===== src/rtl/fc_data_xbar_rr.sv =====
// fc_data_xbar_rr: N-master to 1-slave data crossbar with round-robin arbitration, stall lock and in-order response routing
module fc_data_xbar_rr #(
  parameter int N_MASTERS       = 2,
  parameter int ADDR_WIDTH      = 32,
  parameter int DATA_WIDTH      = 32,
  parameter int MAX_OUTSTANDING = 4,
  localparam int BE_WIDTH       = DATA_WIDTH / 8,
  localparam int IW             = $clog2(N_MASTERS),
  localparam int CW             = $clog2(MAX_OUTSTANDING + 1),
  localparam int PW             = MAX_OUTSTANDING > 1 ? $clog2(MAX_OUTSTANDING) : 1
) (
  input  logic                             clk_i,
  input  logic                             rst_i,
  input  logic [N_MASTERS-1:0]             m_req_i,
  output logic [N_MASTERS-1:0]             m_gnt_o,
  input  logic [N_MASTERS*ADDR_WIDTH-1:0]  m_addr_i,
  input  logic [N_MASTERS-1:0]             m_we_i,
  input  logic [N_MASTERS*BE_WIDTH-1:0]    m_be_i,
  input  logic [N_MASTERS*DATA_WIDTH-1:0]  m_wdata_i,
  output logic [N_MASTERS-1:0]             m_rvalid_o,
  output logic [N_MASTERS*DATA_WIDTH-1:0]  m_rdata_o,
  output logic                             s_req_o,
  input  logic                             s_gnt_i,
  output logic [ADDR_WIDTH-1:0]            s_addr_o,
  output logic                             s_we_o,
  output logic [BE_WIDTH-1:0]              s_be_o,
  output logic [DATA_WIDTH-1:0]            s_wdata_o,
  input  logic                             s_rvalid_i,
  input  logic [DATA_WIDTH-1:0]            s_rdata_i,
  output logic [CW-1:0]                    outstanding_o,
  output logic                             err_o
);
  localparam logic [N_MASTERS-1:0] ONE = {{(N_MASTERS-1){1'b0}}, 1'b1};
  logic [IW-1:0] ptr_q, ptr_d, lock_idx_q, rr_idx, winner, head;
  logic          lock_q, lock_hold, lock_drop, err_q, err_d, full, push, pop;
  logic [CW-1:0] count_q, count_d;
  logic [PW-1:0] wr_q, rd_q, wr_d, rd_d;
  logic [IW-1:0] fifo_q [MAX_OUTSTANDING];
  // first requesting master at or after the round-robin pointer, wrapping
  always_comb begin
    rr_idx = ptr_q;
    for (int i = N_MASTERS - 1; i >= 0; i--) begin
      if (m_req_i[IW'((int'(ptr_q) + i) % N_MASTERS)]) rr_idx = IW'((int'(ptr_q) + i) % N_MASTERS);
    end
  end
  assign lock_hold = lock_q && m_req_i[lock_idx_q];
  assign lock_drop = lock_q && !m_req_i[lock_idx_q];
  assign winner    = lock_hold ? lock_idx_q : rr_idx;
  assign full      = count_q == CW'(MAX_OUTSTANDING);
  assign s_req_o   = |m_req_i && !full;
  assign push      = s_req_o && s_gnt_i;
  assign pop       = s_rvalid_i && count_q != '0;
  assign head      = fifo_q[rd_q];
  assign s_addr_o  = m_addr_i[winner*ADDR_WIDTH +: ADDR_WIDTH];
  assign s_we_o    = m_we_i[winner];
  assign s_be_o    = m_be_i[winner*BE_WIDTH +: BE_WIDTH];
  assign s_wdata_o = m_wdata_i[winner*DATA_WIDTH +: DATA_WIDTH];
  assign m_gnt_o    = push ? ONE << winner : '0;
  assign m_rvalid_o = pop ? ONE << head : '0;
  assign outstanding_o = count_q;
  assign err_o         = err_q;
  // route response data only to the master at the FIFO head
  always_comb begin
    m_rdata_o = '0;
    for (int k = 0; k < N_MASTERS; k++) m_rdata_o[k*DATA_WIDTH +: DATA_WIDTH] = (pop && head == IW'(k)) ? s_rdata_i : '0;
  end
  // next-state for pointer, FIFO indices, count and sticky error
  always_comb begin
    ptr_d   = push ? ((winner == IW'(N_MASTERS - 1)) ? '0 : winner + 1'b1) : ptr_q;
    wr_d    = push ? ((wr_q == PW'(MAX_OUTSTANDING - 1)) ? '0 : wr_q + 1'b1) : wr_q;
    rd_d    = pop ? ((rd_q == PW'(MAX_OUTSTANDING - 1)) ? '0 : rd_q + 1'b1) : rd_q;
    count_d = (push && !pop) ? count_q + 1'b1 : (pop && !push) ? count_q - 1'b1 : count_q;
    err_d   = err_q || (s_rvalid_i && count_q == '0) || lock_drop;
  end
  // control state; a stalled winner is locked until the slave accepts it
  always_ff @(posedge clk_i) begin
    if (rst_i) begin
      ptr_q      <= '0;
      lock_q     <= 1'b0;
      lock_idx_q <= '0;
      wr_q       <= '0;
      rd_q       <= '0;
      count_q    <= '0;
      err_q      <= 1'b0;
    end else begin
      ptr_q      <= ptr_d;
      lock_q     <= s_req_o && !s_gnt_i;
      lock_idx_q <= winner;
      wr_q       <= wr_d;
      rd_q       <= rd_d;
      count_q    <= count_d;
      err_q      <= err_d;
    end
  end
  // response-routing storage; validity is tracked by the count, so no reset
  always_ff @(posedge clk_i) begin
    if (push) fifo_q[wr_q] <= winner;
  end
endmodule


===== config.mk =====
export PLATFORM = sky130hd
export DESIGN_NAME = fc_data_xbar_rr
export DESIGN_NICKNAME = d
export VERILOG_FILES = /design/src/rtl/fc_data_xbar_rr.sv
export SDC_FILE = /design/constraint.sdc
export NUM_CORES = 1
export LEC_CHECK = 0
export CAP_MARGIN = 20
export CORE_AREA = 2 2 125 127
export CTS_CLUSTER_DIAMETER = 60
export DETAILED_ROUTE_END_ITERATION = 10
export DIE_AREA = 0 0 127 129
export GPL_ROUTABILITY_DRIVEN = 0
export HOLD_SLACK_MARGIN = 0.08
export SLEW_MARGIN = 20
export SYNTH_ARGS = -nofsm -noshare
export SYNTH_HDL_FRONTEND = slang
export SYNTH_SLANG_ARGS = --single-unit

===== constraint.sdc =====
create_clock -name clk_i -period 2.2 [get_ports clk_i]
set_input_delay 0.55 -clock clk_i [delete_from_list [all_inputs] [get_ports clk_i]]
set_output_delay 0.55 -clock clk_i [all_outputs]
set_load 0.05 [all_outputs]

Word-level counts from Yosys, hierarchy flattened
Memory sizes are Yosys's and may differ from the RTL's. A register that Yosys moved wholly into a read port is not among the register bits. Cells that the tools add are included.

Memory bits (writable): 4. Memories kept: 1. Logic and storage cells: 73. Flip-flop bits (word level): 11. Output and inout bits: 142.

Memories: fifo_q (words 4, width 1, read ports 1, clocked after memory_dff 1, wr ports 1, line 38) `logic [IW-1:0] fifo_q [MAX_OUTSTANDING];`.

Shifts and indexed selects: 5. $add $sub $neg: 6. Magnitude comparators: 4. Mux-type cells: 24. Reduce and logical (&&, ||, !) cells: 22. Equality and inequality tests: 3. Bitwise operators: 1.

Operator list (count): indexed part select 64 x 7 -> 32 bit (2); two-way mux 32 bit (2); two-way mux 1 bit (14); two-way mux 2 bit (6); logical AND 1 bit (11); indexed part select 8 x 4 -> 4 bit (1); < comparator 1 x 3 -> 1 bit, second input constant (2); two-way mux 3 bit (2); logical NOT 1 bit (5); adder 2 x 1 -> 2 bit, second input constant (2); == test 2 bit, second input constant (2); < comparator 1 x 2 -> 1 bit, second input constant (2); << shifter 1 x 1 -> 2 bit, first input constant (2); adder 3 x 1 -> 3 bit, second input constant (1); == test 3 bit, second input constant (1); logical NOT 3 bit (1); nonzero test 3 bit (1); subtractor 3 x 1 -> 3 bit, second input constant (1); adder 1 bit, second input constant (2); logical OR 1 bit (2); nonzero test 2 bit (1); OR reduction 2 bit (1); NOT 1 bit (1).

Depth between registers and ports, before layout
Depth after elaboration: 9. Gate-level depth with buffers: 8. Mapped depth without buffers: 8.

Worst setup path before layout
Ideal clock, no wire load.

Path type: input -> output. Start point: input port m_req_i[1]. End point: output port m_gnt_o[0]. Stages: 5. Required time: 1.650 ns. Slack: -0.635 ns. Arrival: 2.285 ns. Cells stage by stage: a21o_1 a22oi_4 inv_2 buf_6 nor3_1.

Longest elaborated chain between the ends: 6. Elaborated cells on any way between the ends: 9. Classes of those cells: shift: 1; mux: 4; reduce/logical: 4.

RTL lines: start: declaration (line 14) `input logic [N_MASTERS-1:0] m_req_i,`; two-way mux 1 bit (implied by the code) (2 in series) (line 46) `assign lock_hold = lock_q && m_req_i[lock_idx_q];`; logical AND 1 bit (line 46); two-way mux 1 bit (line 48) `assign winner = lock_hold ? lock_idx_q : rr_idx;`; named net winner (line 34) `logic [IW-1:0] ptr_q, ptr_d, lock_idx_q, rr_idx, winner, head;`; << shifter 1 x 1 -> 2 bit (line 58) `assign m_gnt_o = push ? ONE << winner : '0;`; two-way mux 2 bit (line 58); end: declaration (line 15) `output logic [N_MASTERS-1:0] m_gnt_o,`.

The timed path passes the listed nets, and every way through them passes these cells. The select of a mux whose other input is x is not followed.

Worst setup path after layout
Start point: input port m_req_i[1]. End point: output port s_addr_o[11].

Longest elaborated chain between the ends: 5.

RTL lines: two-way mux 1 bit (implied by the code) (2 in series) (line 46); logical AND 1 bit (line 46); two-way mux 1 bit (line 48); indexed part select 64 x 7 -> 32 bit (line 54) `assign s_addr_o = m_addr_i[winner*ADDR_WIDTH +: ADDR_WIDTH];`; end: declaration (line 24) `output logic [ADDR_WIDTH-1:0] s_addr_o,`.

No other way between the ends. The select of a mux whose other input is x is not followed.

==> impl_metrics.ini <==
[status]
status = finished, violations left
failed_checks = negative setup slack

[clock_tree]
clk_latency_ns = 0.25
tritoncts_clock_tree = done
cts_htree_levels = 1
tritoncts_num_sinks = 17
clockBufferDepth = 2
cts.clk_slew.worst_paths_ns = 0.05
cts.hold.buffers_added = 0
numCtsBuffers = 3
cts_root_buf = sky130_fd_sc_hd__clkbuf_16

[layout]
area.growth.synth_to_final_pct = 218
drive_above_1_share_pct = 59.5
layout.filler_cells = 1288
layout.nets = 764
n_antenna_cell = 0
sequential_cell_area_um2 = 385
multiInputGateArea_mm2 = 0.00225

[worst_setup_path]
ordered_list_of_cells_on_the_worst_path = buf_6 -> a21o_1 -> a22oi_4 -> clkinvlp_4 -> buf_6 -> buf_12 -> mux2_4 -> buf_8
buf_inv_stages_crit_path = 5
crit_family = buffers and inverters
cp.required_ns = 1.65
path_max_fanout = 7
cpMostUsedCell = sky130_fd_sc_hd__buf_6
criticalPathCategory = primary input to output port
critical_path.startpoint_type = primary input
cp-end-kind = output port
crit_path_top_delay_cell = sky130_fd_sc_hd__mux2_4
arrival_ns = 1.94
worst_path_largest_cell_delay_ns = 0.31

[power]
power_per_cell_area_mw_per_mm2 = 879
vdd_ir_drop_max_mv = 0.644
power.static_leakage_nw = 3.19
finalPower_mw = 6.66

[detailed_routing]
detailed_route_wire_length_per_cell_um = 18.5
num_vias = 3277
vias_per_cell = 4.27
1st_pass_router_iterations = 4
detail_route.wirelength_um = 14200
drcViolationCount = 0
initialDrtViolationCount = 68
detail-route-antenna-nets = 0

[global_route]
global_route_wire_length_before_repair_um = 18800
grt_antenna_before_repair = 0
grt_max_degree = 34
grt_usage_pct = 14.4
grt_pass1_vias = 3310
grt_overflow_total = 0

[timing]
final.setup_skew_ns = 0.00130
timing.hold.ws_ns = 0.481
hold_viol = 0
final.setup.worst_slack_ns = -0.291
timing.final.setup_violations = 95
pin_slew_with_the_least_headroom_to_its_limit_ns = 0.498
rsz_0062_raised_after_global_routing = true
relSlewSlack_pct = 66.7
final_critical_period_ns = 2.49
drv_slew = 0
fin_crit_sh_pct = 113
maxClockFrequency_mhz = 401

[die]
die_height_um = 129
coreArea_mm2 = 0.0150
design.portCount = 318
fp.dieW_um = 127
placementRows = 45
design.die.area_mm2 = 0.0164
floorplan.initialDensity_pct = 15.9

[logic_synthesis]
sequential_area_share_after_synthesis_pct = 15.9
synthesis.area_mm2 = 0.00239
synth.ff_latch_count = 17
synth.yosys.warnings = 0
synth.distinct_cells = 31
synth.net_count = 417
synth_top_area_cell = sky130_fd_sc_hd__mux2_4
yosysTopAreaCellShare_pct = 42.1
post_synth_main_area_contributors = sky130_fd_sc_hd__mux2_4 42%, sky130_fd_sc_hd__and3_1 18%, sky130_fd_sc_hd__dfxtp_1 11%
syn_area_cell_um2 = 10.2
synth_cells = 234

[placed_design]
io_buffer_count = 317
dp.final_hpwl_um = 10700

[flow_run]
max_cap_viol_count = 0

[min_path]
hp-class = register to register
-- report_power, final --
group | leakage (nW) | switching [mW] | internal [mW]
registers | 0.146 | 0.0797 | 0.398
clock network | 0.0382 | 0.113 | 0.246
logic | 3.00 | 2.98 | 2.84
total | 3.19 | 3.18 | 3.49
-- through the flow --
step	worst slack [ns]	TNS (ns)	instances	util (%)	area [um2]
after floorplan	-0.0117	-0.0117	234	-	2410
after global placement	-0.584	-55.38	743	43.1	6460
after detailed placement	-0.599	-55.55	743	43.1	6460
after CTS	-0.327	-19.47	762	46.9	7030
after global routing	-0.336	-22.78	768	50.6	7580
final	-0.291	-17.22	768	50.6	7580
-- cell families (layout without fill, tap and decap cells) --
| group | count (synthesis) | in the layout | share of synthesized area, % |
|---|---|---|---|
| simple gates | 91 | 91 | 22.7 |
| compound gates | 16 | 16 | 4.67 |
| buf+inv | 26 | 372 | 6.34 |
| flops | 17 | 17 | 15.9 |
| mux | 75 | 75 | 45.6 |
| fa+ha+maj | 7 | 7 | 3.98 |
| xor+xnor | 2 | 2 | 0.734 |
-- timing repair --
action | in CTS | in global routing
gates cloned | 6 | 4
resized for setup | 84 | 114
setup endpoints to repair | 138 | 137
buffers inserted | 9 | 5
pin swaps | 12 | 22
-- cell usage in the layout, fill, tap and decap left out, drive strengths merged, types with 2 or more instances in the layout --
cell type      netlist  routed
edfxtp               4       4
nand2                4       4
or3                  2       2
nor2                 9       9
xor2                 2       2
clkdlybuf4s50        0     174
mux2i                5       5
dfxtp               13      13
buf                  8     182
ha                   6       6
o21ai                4       4
a21oi                6       6
inv                  5       5
and3                68      68
clkbuf              13       8
mux2                70      70
nor3                 3       3
-- layout make-up --
cell class	count	area share (%)
Inverter	5	0.413
Tap cell	188	3.10
Timing Repair inverter	1	0.0990
Clock buffer	4	1.04
Multi-Input combinational cell	191	29.7
Timing Repair Buffer	362	60.6
Sequential cell	17	5.08
-- worst reg2reg max path, delay by kind of cell, from the launching register on --
| kind | cells | cell delay [ns] |
|---|---|---|
| adders and majority gates | 2 | 0.50 |
| AOI/OAI and AO/OA | 2 | 0.43 |
| xor gates and xnor gates | 1 | 0.16 |
| buffers and inverters | 4 | 0.38 |
| and+or+nand+nor | 1 | 0.33 |
| DFF | 1 | 0.34 |
-- Yosys cell counts --
cell	number
sky130_fd_sc_hd__nor4_1	1
sky130_fd_sc_hd__nor3_1	3
sky130_fd_sc_hd__mux2i_1	5
sky130_fd_sc_hd__a221oi_1	1
sky130_fd_sc_hd__o21a_1	1
sky130_fd_sc_hd__ha_1	6
sky130_fd_sc_hd__buf_2	1
sky130_fd_sc_hd__a22oi_4	1
sky130_fd_sc_hd__fa_1	1
sky130_fd_sc_hd__nand3_1	1
sky130_fd_sc_hd__or3_1	2
sky130_fd_sc_hd__and3_1	68
sky130_fd_sc_hd__o21ai_0	4
sky130_fd_sc_hd__edfxtp_1	4
sky130_fd_sc_hd__or3b_2	1
sky130_fd_sc_hd__o31a_1	1
sky130_fd_sc_hd__dfxtp_1	13
sky130_fd_sc_hd__nor3b_2	1
sky130_fd_sc_hd__inv_2	1
sky130_fd_sc_hd__mux2_4	67
sky130_fd_sc_hd__a21oi_1	6
sky130_fd_sc_hd__a211oi_1	1
sky130_fd_sc_hd__nor2_1	9
sky130_fd_sc_hd__buf_6	7
sky130_fd_sc_hd__a21o_1	1
sky130_fd_sc_hd__clkbuf_1	13
sky130_fd_sc_hd__xor2_1	2
sky130_fd_sc_hd__inv_1	4
sky130_fd_sc_hd__mux2_2	3
sky130_fd_sc_hd__or4_1	1
sky130_fd_sc_hd__nand2_1	4
-- path summary, 6_finish.rpt --
kind	startpoint	endpoint	slack [ns]	cells after the start
hold reg to reg	rd_q[1]	register	0.48	2
setup / recovery	m_req_i[1]	s_addr_o[11]	-0.29	8
hold / removal	rd_q[1]	register	0.48	2
setup reg to reg	outstanding_o[0]	outstanding_o[2]	0	10
-- per-layer routing --
layer  global-route usage [%]  part of all wire, %  vias up  routed length, um
met2                     26.9                   54      134               7690
met3                     1.83                  4.8       10                686
met5                        0                    0        -                  0
met1                     18.3                   40     1567               5720
met4                     1.68                 0.64        0                 91
li1                         -                    -     1566                  -
No activity file was read; power rests on OpenSTA's default activity.
